File: config.mk
export PLATFORM = sky130hd
export DESIGN_NAME = multicycle_control
export DESIGN_NICKNAME = d
export VERILOG_FILES = /design/src/rtl/multicycle_control_pkg.sv /design/src/rtl/multicycle_control.sv
export SDC_FILE = /design/constraint.sdc
export NUM_CORES = 1
export LEC_CHECK = 0
export ABC_AREA = 1
export CAP_MARGIN = 30
export CORE_MARGIN = 2
export CORE_UTILIZATION = 50
export CTS_CLUSTER_DIAMETER = 40
export DETAILED_ROUTE_END_ITERATION = 16
export GPL_ROUTABILITY_DRIVEN = 0
export PLACE_DENSITY = 0.9
export SKIP_CTS_REPAIR_TIMING = 1
export SYNTH_ARGS = -nofsm -noshare
export SYNTH_HDL_FRONTEND = slang
export SYNTH_SLANG_ARGS = --single-unit
File: constraint.sdc
create_clock -name clk -period 2.45 [get_ports clk]
set_clock_uncertainty 0.05 [all_clocks]
set_input_delay 0.735 -clock clk [delete_from_list [all_inputs] [get_ports clk]]
set_output_delay 0.735 -clock clk [all_outputs]
set_load 0.005 [all_outputs]
File: src/rtl/multicycle_control_pkg.sv
// ----------------------------------------------------------------------------
// multicycle_control_pkg
// Shared definitions for the multi-cycle RV32I main control FSM:
//   - state_t     : control FSM states
//   - OP_*        : supported instr[6:0] opcodes (R-type, lw, sw, beq)
//   - ALUOP_*     : 2-bit alu_op codes consumed by the ALU-control decoder
//   - SRCB_*      : alu_src_b mux select codes
// ----------------------------------------------------------------------------
package multicycle_control_pkg;

   typedef enum logic [3:0] {
      FETCH     = 4'd0,
      DECODE    = 4'd1,
      MEM_ADDR  = 4'd2,
      MEM_READ  = 4'd3,
      MEM_WB    = 4'd4,
      MEM_WRITE = 4'd5,
      EXECUTE   = 4'd6,
      ALU_WB    = 4'd7,
      BRANCH    = 4'd8,
      HALT      = 4'd9
   } state_t;

   localparam logic [6:0] OP_R   = 7'b0110011;
   localparam logic [6:0] OP_LW  = 7'b0000011;
   localparam logic [6:0] OP_SW  = 7'b0100011;
   localparam logic [6:0] OP_BEQ = 7'b1100011;

   localparam logic [1:0] ALUOP_ADD  = 2'b00;
   localparam logic [1:0] ALUOP_SUB  = 2'b01;
   localparam logic [1:0] ALUOP_FUNC = 2'b10;

   localparam logic [1:0] SRCB_REG  = 2'b00;
   localparam logic [1:0] SRCB_FOUR = 2'b01;
   localparam logic [1:0] SRCB_IMM  = 2'b10;
   localparam logic [1:0] SRCB_BR   = 2'b11;

endpackage

File: src/rtl/multicycle_control.sv
// ----------------------------------------------------------------------------
// multicycle_control
// Main control FSM for the multi-cycle RV32I datapath (R-type, lw, sw, beq).
// Sequences fetch / decode / execute / memory / writeback over one shared
// instruction/data memory with a ready handshake, counts retired
// instructions and parks in HALT on an illegal opcode.
//
// Ports:
//   clk, rst          clock, synchronous active-high reset
//   opcode[6:0]       instr[6:0] from the instruction register
//   mem_ready         memory finishes the current access this cycle
//   pc_write          unconditional PC load
//   pc_write_cond     PC load qualified by ALU zero in the datapath
//   pc_source         0 = ALU result, 1 = ALUOut
//   iord              memory address: 0 = PC, 1 = ALUOut
//   mem_read          memory read request
//   mem_write         memory write request
//   ir_write          load instruction register
//   mem_to_reg        register write data: 0 = ALUOut, 1 = MDR
//   reg_write         register file write enable
//   alu_src_a         0 = PC, 1 = register A
//   alu_src_b[1:0]    00 = B, 01 = 4, 10 = imm, 11 = branch offset
//   alu_op[1:0]       00 = add, 01 = subtract, 10 = decode func fields
//   halted            sticky illegal-opcode flag
//   instret[CNT_W-1:0] retired-instruction count (wraps)
// ----------------------------------------------------------------------------
module multicycle_control
   import multicycle_control_pkg::*;
#(
   parameter int CNT_W = 32
) (
   input  logic             clk,
   input  logic             rst,
   input  logic [6:0]       opcode,
   input  logic             mem_ready,
   output logic             pc_write,
   output logic             pc_write_cond,
   output logic             pc_source,
   output logic             iord,
   output logic             mem_read,
   output logic             mem_write,
   output logic             ir_write,
   output logic             mem_to_reg,
   output logic             reg_write,
   output logic             alu_src_a,
   output logic [1:0]       alu_src_b,
   output logic [1:0]       alu_op,
   output logic             halted,
   output logic [CNT_W-1:0] instret
);

   state_t            state;
   state_t            next_state;
   logic [CNT_W-1:0]  instret_q;
   logic              retire;

   // An instruction retires on the edge that leaves its final state; a store
   // only retires once the memory has accepted the write.
   assign retire = (state == MEM_WB) || (state == ALU_WB) || (state == BRANCH) ||
                   ((state == MEM_WRITE) && mem_ready);

   // State register and retired-instruction counter. Reset abandons any
   // in-flight instruction and restarts at FETCH with the count cleared.
   always_ff @(posedge clk) begin
      if (rst) begin
         state     <= FETCH;
         instret_q <= '0;
      end else begin
         state <= next_state;
         if (retire) begin
            instret_q <= instret_q + CNT_W'(1);
         end
      end
   end

   // The count is hidden while reset is held so every output reads zero.
   assign instret = rst ? '0 : instret_q;

   // Next-state and output decode. Outputs are a Moore decode of the state,
   // except ir_write/pc_write in FETCH which only fire on the ready cycle so
   // the IR and PC update exactly once per fetch. Reset overrides everything
   // to zero so nothing in the datapath is written while it is asserted.
   always_comb begin
      next_state    = state;
      pc_write      = 1'b0;
      pc_write_cond = 1'b0;
      pc_source     = 1'b0;
      iord          = 1'b0;
      mem_read      = 1'b0;
      mem_write     = 1'b0;
      ir_write      = 1'b0;
      mem_to_reg    = 1'b0;
      reg_write     = 1'b0;
      alu_src_a     = 1'b0;
      alu_src_b     = SRCB_REG;
      alu_op        = ALUOP_ADD;
      halted        = 1'b0;

      case (state)
         FETCH: begin
            mem_read  = 1'b1;
            alu_src_b = SRCB_FOUR;
            if (mem_ready) begin
               ir_write   = 1'b1;
               pc_write   = 1'b1;
               next_state = DECODE;
            end
         end
         DECODE: begin
            alu_src_b = SRCB_BR;
            case (opcode)
               OP_R:         next_state = EXECUTE;
               OP_LW, OP_SW: next_state = MEM_ADDR;
               OP_BEQ:       next_state = BRANCH;
               default:      next_state = HALT;
            endcase
         end
         MEM_ADDR: begin
            alu_src_a  = 1'b1;
            alu_src_b  = SRCB_IMM;
            next_state = (opcode == OP_LW) ? MEM_READ : MEM_WRITE;
         end
         MEM_READ: begin
            mem_read = 1'b1;
            iord     = 1'b1;
            if (mem_ready) begin
               next_state = MEM_WB;
            end
         end
         MEM_WB: begin
            reg_write  = 1'b1;
            mem_to_reg = 1'b1;
            next_state = FETCH;
         end
         MEM_WRITE: begin
            mem_write = 1'b1;
            iord      = 1'b1;
            if (mem_ready) begin
               next_state = FETCH;
            end
         end
         EXECUTE: begin
            alu_src_a  = 1'b1;
            alu_src_b  = SRCB_REG;
            alu_op     = ALUOP_FUNC;
            next_state = ALU_WB;
         end
         ALU_WB: begin
            reg_write  = 1'b1;
            next_state = FETCH;
         end
         BRANCH: begin
            alu_src_a     = 1'b1;
            alu_src_b     = SRCB_REG;
            alu_op        = ALUOP_SUB;
            pc_write_cond = 1'b1;
            pc_source     = 1'b1;
            next_state    = FETCH;
         end
         HALT: begin
            halted     = 1'b1;
            next_state = HALT;
         end
         default: begin
            next_state = FETCH;
         end
      endcase

      if (rst) begin
         pc_write      = 1'b0;
         pc_write_cond = 1'b0;
         pc_source     = 1'b0;
         iord          = 1'b0;
         mem_read      = 1'b0;
         mem_write     = 1'b0;
         ir_write      = 1'b0;
         mem_to_reg    = 1'b0;
         reg_write     = 1'b0;
         alu_src_a     = 1'b0;
         alu_src_b     = SRCB_REG;
         alu_op        = ALUOP_ADD;
         halted        = 1'b0;
      end
   end

endmodule
After elaboration in Yosys (flattened, before gate mapping)
Index checks and enable logic that the tools add are counted.
{"block": "word_totals", "register_bits": 36, "input_bits": 10, "output_inout_bits": 47, "wordCells": 60}
{"block": "op_classes", "add_sub_neg": 1, "n_eq_ne": 16, "n_mux": 30, "reduce_logical": 11}
{"cell": "$add 32x1->32 const B", "n": 1}
{"cell": "$mux 32", "n": 1}
{"cell": "$pmux 4 s7", "n": 1}
{"cell": "$mux 1", "n": 19}
{"cell": "$eq 4x3->1 const B", "n": 4}
{"cell": "$eq 7x6->1 const B", "n": 2}
{"cell": "$mux 4", "n": 3}
{"cell": "$pmux 4 s3", "n": 1}
{"cell": "$eq 4x2->1 const B", "n": 2}
{"cell": "$eq 4x4->1 const B", "n": 2}
{"cell": "$reduce_or 2->1", "n": 4}
{"cell": "$eq 7x2->1 const B", "n": 1}
{"cell": "$eq 7x7->1 const B", "n": 1}
{"cell": "$ne 2x2->1 const B", "n": 3}
{"cell": "$pmux 2 s3", "n": 1}
{"cell": "$eq 4x1->1 const B", "n": 1}
{"cell": "$logic_not 4->1", "n": 1}
{"cell": "$mux 2", "n": 2}
{"cell": "$pmux 2 s2", "n": 1}
{"cell": "$logic_or 1x1->1", "n": 3}
{"cell": "$mux 3", "n": 1}
{"cell": "$reduce_and 3->1", "n": 1}
{"cell": "$reduce_or 3->1", "n": 1}
{"cell": "$logic_and 1x1->1", "n": 1}

Depth between registers and ports, before layout
Gate-level depths: netlist of run 1.
{"block": "depth", "depth_word": 4, "mapped_depth": 10, "depth_no_buf": 10}

Worst setup path after synthesis of run 1
Ideal clock, no wire load.
{"block": "synth_timing", "path_kind": "input -> output", "startpoint": "in rst", "endpoint": "out pc_write", "arrival_time_ns": 1.553, "slack_ns": 0.112, "path_stages": 4, "n_path_buf": 3, "cell_sequence": "clkbuf_1 -> clkbuf_1 -> nor3_1 -> buf_4"}
{"block": "synth_via", "elab_chain_cells": 1}
{"element": "start: declaration", "line_no": "multicycle_control.sv:33", "source": "input logic rst,"}
{"element": "$mux 1"}
{"element": "end: declaration", "line_no": "multicycle_control.sv:36", "source": "output logic pc_write,"}
No other way between the ends.

Worst setup path in the final report of run 1
{"block": "layout_timing", "startpoint": "reg state[1]", "endpoint": "out mem_read"}
{"block": "layout_via", "elab_chain_cells": 4}
{"element": "start: declaration", "line_no": "multicycle_control.sv:52", "source": "state_t state;"}
{"element": "start signal: assignment", "line_no": "multicycle_control.sv:69", "source": "state <= next_state;"}
{"element": "$eq 4x2->1 or $logic_not 4->1 (tied branches)", "line_no": "multicycle_control.sv:99", "source": "case (state)"}
{"element": "$reduce_or 2->1 (no source line) *"}
{"element": "$mux 1 *", "line_no": "multicycle_control.sv:99"}
{"element": "$mux 1 *", "line_no": "multicycle_control.sv:169", "source": "if (rst) begin"}
{"element": "end: declaration", "line_no": "multicycle_control.sv:40", "source": "output logic mem_read,"}
Mark *: on every way between the ends. The rest lies on a longest branch, timed or not.

==> results of run 1 <==
[through the flow]
step	setup TNS, ps	cells	area [sq um]	hold WS (ps)
after floorplan	0	453	2530	397
after global placement	-2620	578	3220	411
after detailed placement	-3010	578	3220	419
after CTS	-3660	585	3300	432
after global routing	-478	588	3500	458
final	-195	588	3500	432
[power by group]
group | leakage, uW | internal, uW | total, uW | switching, uW
logic | 0.00159 | 118 | 273 | 155
registers | 0.000293 | 598 | 614 | 15.7
clock network | 0.0000410 | 193 | 403 | 210
total | 0.00192 | 909 | 1290 | 381
[kinds of logic after synthesis]
group,count (synthesis),synth area share
adder cells (fa/ha/maj),1,0.00495
AO/OA/AOI/OAI,40,0.0812
buffers and inverters,70,0.114
XOR/XNOR,6,0.0208
flip-flops,36,0.285
AND/OR/NAND/NOR,300,0.494
[Yosys cell counts, types with 4 or more instances]
master / instances
sky130_fd_sc_hd__nor2_2: 4
sky130_fd_sc_hd__clkbuf_1: 7
sky130_fd_sc_hd__inv_1: 56
sky130_fd_sc_hd__buf_4: 4
sky130_fd_sc_hd__nand3_1: 32
sky130_fd_sc_hd__o21ai_0: 9
sky130_fd_sc_hd__nor2_1: 113
sky130_fd_sc_hd__xor2_1: 6
sky130_fd_sc_hd__o21ai_1: 4
sky130_fd_sc_hd__nand2_1: 129
sky130_fd_sc_hd__dfxtp_1: 36
sky130_fd_sc_hd__nor3_1: 10
sky130_fd_sc_hd__a21oi_1: 25
[final cells by class]
| type | instances | area [sq um] | share of cell area |
|---|---|---|---|
| inverters | 56 | 210 | 0.0601 |
| clock inverters | 1 | 5.00 | 0.00143 |
| repair buffers | 75 | 833 | 0.238 |
| multi-input cells | 347 | 1560 | 0.446 |
| well taps | 67 | 83.8 | 0.0240 |
| clock buffers | 6 | 72.6 | 0.0207 |
| flip-flops and latches | 36 | 733 | 0.210 |
[per-layer routing]
layer | GRT usage | routed length (um) | up-vias
met1 | 0.298 | 2950 | 1344
met4 | 0.123 | 276 | 0
met2 | 0.433 | 3550 | 148
li1 | - | - | 1528
met5 | 0 | 0 | -
met3 | 0.0656 | 556 | 32
[critical path, delay by kind of cell (launching register included)]
family | cells | cell delay [ps]
buffers and inverters | 3 | 660
and+or+nand+nor | 4 | 470
DFF | 1 | 380
[worst min path at each step]
stage	from	to	slack, ps	cells past startpoint
after global routing	instret_q[0]	instret_q[0]	460	1
final	instret_q[31]	instret_q[31]	430	2
after CTS	instret_q[31]	instret_q[31]	430	2
after floorplan	instret_q[0]	instret_q[0]	400	1
after global placement	instret_q[0]	instret_q[0]	410	1
after detailed placement	instret_q[0]	instret_q[0]	420	1
[sequential cells by signal (all words and copies together), names as in the netlist]
register	count
instret_q	32
state	4
==> impl_metrics.ini, run 1 <==
[status]
failing_checks = setup timing
outcome = finished with violations

[clocking]
cts-root-buf = sky130_fd_sc_hd__clkbuf_8
cts_tree = built
clock_latency_ps = 290
cts-root-to-sink-buffers = 2
cts_htree_levels = 2
clkSlewWorstSetupHoldPaths_ps = 70
cts_buffers = 5
cts_num_sinks = 36

[pwr]
irDropWorstVdd_mv = 0.268
power.leakage_uw = 0.00192
power_density_nw_per_um2 = 369
totalPowerFinal_uw = 1290

[flow_run]
max-cap-violations = 0

[grt]
grt-ovfl-total = 0
global_route.usage.total = 0.255
largest_net_degree_at_the_start_of_global_routing = 26
antenna_found_initial = 0
grt_first_pass_wirelength_um = 11200
grt_pass1_vias = 2601

[timing]
maxSlewViolCount = 0
unrepaired_setup_endpoints_after_global_routing = true
setup_viol_count_final = 2
maxClockFrequency_ghz = 0.387
hold_viol_final = 0
worst_slew_pin_slew_ps = 440
post_route_worst_setup_slack_ps = -133
period_minus_slack_ps = 2580
relSlewSlack = 0.704
layout_worst_path_cycle_share = 1.05

[setup_path]
worstReg2RegEnd = instret_q[26]
critical_path.max_fanout = 5
kind_of_critical_path = reg -> out
critPathLaunchType = flop
crit_path_top_delay_cell = sky130_fd_sc_hd__clkdlybuf4s50_1
cp-startpoint = state[1]
required_ps = 1660
regToRegStartpoint = instret_q[1]
type_of_element_capturing_the_critical_path = output port
timing.critical_path.cells = inv_2, nand2_2, inv_1, nor2_2, nand2_1, nor2_1, clkdlybuf4s50_1
worst-endpoint-arrival_ps = 1800
timing.reg2reg.worst_path_depth = 8
setup.reg_to_reg.worst_slack_ps = 610
critical_path.max_stage_delay_ps = 510
setup.worst_path.end = mem_read

[placed_design]
preCtsSetupSlack_ps = -367
numPortBuffers = 56
dp.final_hpwl_um = 5210

[drt]
final_antenna_net_count = 0
routed_via_density = 5.19
vias = 3052
wl_per_cell_um = 12.5
first_iter_violations = 233
drcViolationCount = 0
dr.pass1.iters = 6
total_wirelength_um = 7340

[layout]
flow.area_growth_from_synthesis_pct = 38.5
layout.nets = 532
layout.cells.most_common_list = sky130_fd_sc_hd__nand2_1 (126), sky130_fd_sc_hd__nor2_1 (109), sky130_fd_sc_hd__inv_1 (54)
layout-drive-gt1-share = 0.104
layout_commonest_cell = sky130_fd_sc_hd__nand2_1
diodes_inserted = 0
num-fill-cells = 402
layout.core_utilization = 0.731

[yosys]
synth.ff_latch_count = 36
synth_async_sr_flop_share = 0
synthesis.instances = 453
synth.cell_area_sq_um = 2530
synth_edf_count = 0
yosysWarningCount = 0
yosysSeqAreaShare = 0.285
synth_top_area_cell = sky130_fd_sc_hd__dfxtp_1
post_synth.cell_area_avg_sq_um = 5.58
yosysTopAreaCellShare = 0.285
synth.top_cells.by_area = sky130_fd_sc_hd__dfxtp_1 (29%), sky130_fd_sc_hd__nand2_1 (19%), sky130_fd_sc_hd__nor2_1 (17%)
syn-num-nets = 464
synth_cell_type_count = 28
synth_ff_type = sky130_fd_sc_hd__dfxtp_1

[die]
chip_height_um = 75.1
core_area_sq_um = 4790
std_cell_rows = 25
fp.dieArea_sq_um = 5640
die_w_um = 75.1
floorplan.io_pins = 57
floorplan.initialDensity = 0.528

[min_path]
worst_hold_path_type = reg -> reg
Power figures use the tool's default switching activity.
==> run 2, diff against run 1 <==
--- a/config.mk
+++ b/config.mk
@@ -7,12 +7,14 @@
 export LEC_CHECK = 0
 export ABC_AREA = 1
 export CAP_MARGIN = 30
+export CELL_PAD_IN_SITES_DETAIL_PLACEMENT = 1
+export CELL_PAD_IN_SITES_GLOBAL_PLACEMENT = 2
 export CORE_MARGIN = 2
-export CORE_UTILIZATION = 50
+export CORE_UTILIZATION = 25
 export CTS_CLUSTER_DIAMETER = 40
 export DETAILED_ROUTE_END_ITERATION = 16
 export GPL_ROUTABILITY_DRIVEN = 0
-export PLACE_DENSITY = 0.9
+export PLACE_DENSITY = 0.91
 export SKIP_CTS_REPAIR_TIMING = 1
 export SYNTH_ARGS = -nofsm -noshare
 export SYNTH_HDL_FRONTEND = slang
==> run 2 against run 1 <==
Effect of this change:
- critical path type is now in -> out
- die area up 94%
- the run still ends with setup timing left
- power up 2.5%
- via count up 0.29%
- cell count up 12%
- sequential cell count unchanged
- hold slack better by 9.5 ps
- count of clock-buffer cells in the layout unchanged
- final area up 4.3%
==> impl_metrics.ini, run 2 (synthesis results as in run 1) <==
[timing]
post_route_worst_setup_slack_ps = -14.0
relSlewSlack = 0.655
worst_slew_pin_slew_ps = 513
setup_total_negative_slack_ps = -14.0
period_minus_slack_ps = 2460
maxClockFrequency_ghz = 0.406
setup_viol_count_final = 1
maxSlewViolCount = 0
hold_viol_final = 0
layout_worst_path_cycle_share = 1.01

[die]
std_cell_rows = 36
chip_height_um = 105
floorplan.io_pins = 57
fp.dieArea_sq_um = 10900
core_area_sq_um = 9770
die_w_um = 105
floorplan.initialDensity = 0.258

[setup_path]
critical_path.top_delay_family = buffers and inverters
regToRegStartpoint = instret_q[0]
critical_path_depth_in_cells = 4
worstReg2RegEnd = instret_q[26]
setup.reg_to_reg.worst_slack_ps = 520
critical_path.max_fanout = 13
critPathLaunchType = input port
timing.critical_path.cells = buf_6, buf_4, nor2_1, clkdlybuf4s50_1
critPathBufInv = 3
timing.reg2reg.worst_path_depth = 8
required_ps = 1660
kind_of_critical_path = in -> out
critical_path.max_stage_delay_ps = 530
crit_path_top_delay_cell = sky130_fd_sc_hd__clkdlybuf4s50_1
worst-endpoint-arrival_ps = 1680
type_of_element_capturing_the_critical_path = output port

[drt]
routed_via_density = 4.64
total_wirelength_um = 8860
final_antenna_net_count = 0
wl_per_cell_um = 13.4
dr.pass1.iters = 4
vias = 3061
first_iter_violations = 98
drcViolationCount = 0

[layout]
num-fill-cells = 1308
layout.nets = 537
flip_flop_count_of_the_largest_register_all_copies_and_words_added = 32
layout.core_utilization = 0.373
layout-drive-gt1-share = 0.125
layout.cells.most_common_list = sky130_fd_sc_hd__nand2_1 (127), sky130_fd_sc_hd__nor2_1 (108), sky130_fd_sc_hd__inv_1 (52)
register_containing_the_most_flip_flops_in_the_final_layout = instret_q
flow.area_growth_from_synthesis_pct = 44.4
layout_commonest_cell = sky130_fd_sc_hd__nand2_1
biggestRegsByFlops = instret_q x32, state x4
diodes_inserted = 0

[clocking]
clock_latency_ps = 290
cts_tree = built
cts-root-to-sink-buffers = 2
cts-root-buf = sky130_fd_sc_hd__clkbuf_8
clkSlewWorstSetupHoldPaths_ps = 70
cts_htree_levels = 2
cts_num_sinks = 36
cts_buffers = 5

[flow_run]
max-cap-violations = 0

[status]
outcome = finished with violations
failing_checks = setup timing

[pwr]
power_density_nw_per_um2 = 363
power.leakage_uw = 0.00198
irDropWorstVdd_mv = 0.166

[min_path]
worst_hold_path_depth = 1
timing.hold.worst_endpoint = instret_q[0]
worst_hold_path_type = reg -> reg
holdCritStartpoint = instret_q[0]

[placed_design]
preCtsSetupSlack_ps = -444
dp.final_hpwl_um = 6770
numPortBuffers = 56

[grt]
largest_net_degree_at_the_start_of_global_routing = 23
grt-ovfl-total = 0
grt_pass1_vias = 3056
grt_first_pass_wirelength_um = 14000
antenna_found_initial = 0
global_route.usage.total = 0.154
[run 2: report_power, final]
part | internal, uW | total (uW) | leakage (uW) | switching (uW)
Clock | 194 | 419 | 0.0000410 | 225
Combinational | 123 | 287 | 0.00165 | 164
Sequential | 596 | 617 | 0.000293 | 20.2
[run 2: final cells by class]
class / instances / area, sq um / share of cell area
Clock inverter: 1 / 5.00 / 0.00137
Inverter: 56 / 210 / 0.0576
Tap cell: 133 / 166 / 0.0456
Multi-Input combinational cell: 347 / 1590 / 0.436
Timing Repair Buffer: 80 / 870 / 0.238
Clock buffer: 6 / 72.6 / 0.0199
Sequential cell: 36 / 733 / 0.201
[run 2: layer usage]
layer | global-route usage | routed length, um | up-vias
met2 | 0.282 | 4480 | 57
met1 | 0.186 | 3960 | 1457
li1 | - | - | 1536
met3 | 0.0294 | 315 | 11
met4 | 0.0328 | 101 | 0
met5 | 0 | 0 | -
[run 2: worst max path at each step]
stage | startpoint | end | slack (ps)
finish | rst | instret[4] | -10
global route | rst | instret[4] | -20
CTS | mem_ready | pc_write | -440
detailed placement | mem_ready | pc_write | -440
global placement | mem_ready | pc_write | -440
floorplan | rst | pc_write | 110
[run 2: metrics by stage]
step           hold slack (ps)  area [sq um]  power (uW)  std cells
2_1_floorplan              397          2530         762        453
3_3_place_gp               410          3310         872        647
3_5_place_dp               433          3310         878        647
4_1_cts                    443          3390        1290        654
5_1_grt                    468          3650        1390        659
6_report                   442          3650        1320        659
==> run 3, diff against run 2 <==
==> constraint.sdc (replaced) <==
create_clock -name clk -period 2.3 [get_ports clk]
set_clock_uncertainty 0.05 [all_clocks]
set_input_delay 0.69 -clock clk [delete_from_list [all_inputs] [get_ports clk]]
set_output_delay 0.69 -clock clk [all_outputs]
set_load 0.005 [all_outputs]
==> run 3 against run 2 <==
Effect of this change:
- first-iteration DRC count increased by 26%
- critical endpoint is now mem_read
- core utilization decreased by 0.58 points
- sequential cell count unchanged
- via count decreased by 0.91%
- sequential power increased by 5.5%
- hold slack got worse by 1.4 ps
- the run still ends with setup timing left
- die area unchanged
- cell count increased by 0.15%
- global-route usage decreased by 0.081 points
- count of clock-buffer cells in the layout increased by 2
- register-to-register slack got worse by 110 ps
==> impl_metrics.ini, run 3 (synthesis results as in run 1) <==
[die]
fp.dieArea_sq_um = 10900
chip_height_um = 105
floorplan.initialDensity = 0.258
die_w_um = 105
core_area_sq_um = 9770
floorplan.io_pins = 57
std_cell_rows = 36

[grt]
grt_first_pass_wirelength_um = 13900
antenna_found_initial = 0
grt_pass1_vias = 3091
largest_net_degree_at_the_start_of_global_routing = 23
global_route.usage.met3 = 0.0313
grt_most_used_layer = met2
global_route.usage.met2 = 0.274
grt.met1_usage = 0.184
global_route.usage.total = 0.153
grt-ovfl-total = 0

[placed_design]
dp.final_hpwl_um = 6670
numPortBuffers = 56
preCtsSetupSlack_ps = -504
numPlacedInstances = 651

[clocking]
clock_latency_ps = 290
clkSlewWorstSetupHoldPaths_ps = 80
cts_buffers = 5
cts-root-to-sink-buffers = 2
cts-root-buf = sky130_fd_sc_hd__clkbuf_8
cts_num_sinks = 36
cts_tree = built
cts_htree_levels = 2

[layout]
flip_flop_count_of_the_largest_register_all_copies_and_words_added = 32
num-fill-cells = 1316
register_area_sq_um = 727
diodes_inserted = 0
instances_no_fill = 660
flow.area_growth_from_synthesis_pct = 42.1
layout-drive-gt1-share = 0.104
layout.cells.most_common_list = sky130_fd_sc_hd__nand2_1 (128), sky130_fd_sc_hd__nor2_1 (110), sky130_fd_sc_hd__inv_1 (54)
layout_commonest_cell = sky130_fd_sc_hd__nand2_1
multiInputGateArea_sq_um = 1550
register_containing_the_most_flip_flops_in_the_final_layout = instret_q
layout.nets = 537
biggestRegsByFlops = instret_q x32, state x4

[setup_path]
critical_path.most_common_cell = sky130_fd_sc_hd__nand2_1
worst-endpoint-arrival_ps = 1760
critical_path.max_fanout = 5
crit_path_top_delay_cell = sky130_fd_sc_hd__clkdlybuf4s50_1
kind_of_critical_path = reg -> out
critPathLaunchType = flop
type_of_element_capturing_the_critical_path = output port
critical_path.top_delay_family = buffers and inverters
critPathBufInv = 3
timing.critical_path.cells = inv_1, nand2_1, inv_2, nor2_2, nand2_1, nor2_1, clkdlybuf4s50_1
required_ps = 1560
critical_path.max_stage_delay_ps = 510

[timing]
setup_total_negative_slack_ps = -939
worst_slew_pin_slew_ps = 459
maxSlewViolCount = 0
post_route_worst_setup_slack_ps = -201
unrepaired_setup_endpoints_after_global_routing = true
period_minus_slack_ps = 2500
maxClockFrequency_ghz = 0.400
layout_worst_path_cycle_share = 1.09
relSlewSlack = 0.692
hold_viol_final = 0
setup_viol_count_final = 7

[pwr]
totalPowerFinal_uw = 1420
irDropWorstVdd_mv = 0.238
power_density_nw_per_um2 = 396
power.leakage_uw = 0.00198

[drt]
final_antenna_net_count = 0
dr.pass1.iters = 4
vias = 3033
total_wirelength_um = 8380
routed_via_density = 4.60
drcViolationCount = 0
wl_per_cell_um = 12.7
first_iter_violations = 123

[min_path]
worst_hold_path_type = reg -> reg

[flow_run]
max-cap-violations = 0

[status]
outcome = finished with violations
failing_checks = setup timing
run 3: cell types whose count changed in the layout (fill, tap and decap cells not counted), moves of 2 or more:
cell,previous run,this run
sky130_fd_sc_hd__dfxtp_4,3,1
sky130_fd_sc_hd__inv_1,52,54
sky130_fd_sc_hd__inv_2,4,2
sky130_fd_sc_hd__nor2_1,108,110
sky130_fd_sc_hd__nor3_1,7,9
sky130_fd_sc_hd__nor3_2,4,2
run 3: where the power goes:
part           total [uW]  switching, uW  internal, uW  leakage [uW]
combinational         294            167           127       0.00164
sequential            651           15.9           635      0.000292
clock                 479            234           245     0.0000455
run 3: final timing paths:
check               startpoint       endpoint  slack (ps)  cells after the start
setup reg to reg  instret_q[1]  instret_q[26]         410                      8
hold / removal    instret_q[0]   instret_q[0]         440                      1
hold reg to reg   instret_q[0]   instret_q[0]         440                      1
setup / recovery      state[1]       mem_read        -200                      7
run 3: cell type report:
cell class,count,area share
clock buffer,8,0.0251
inverter,56,0.0585
multi-input combinational,347,0.431
sequential,36,0.202
tap,133,0.0463
timing repair buffer,80,0.237
run 3: through the flow:
| step | hold slack [ps] | utilization | cell area [sq um] |
|---|---|---|---|
| 6_report | 440 | 0.367 | 3590 |
| 5_1_grt | 473 | 0.367 | 3590 |
| 4_1_cts | 446 | 0.351 | 3430 |
| 3_5_place_dp | 433 | 0.342 | 3340 |
| 3_3_place_gp | 411 | 0.342 | 3340 |
| 2_1_floorplan | 397 | - | 2530 |
run 3: routing by layer:
metal / part of all wire / wire [um]
met4: 0.021 / 173
met5: 0 / 0
met1: 0.45 / 3800
met3: 0.040 / 337
met2: 0.49 / 4070
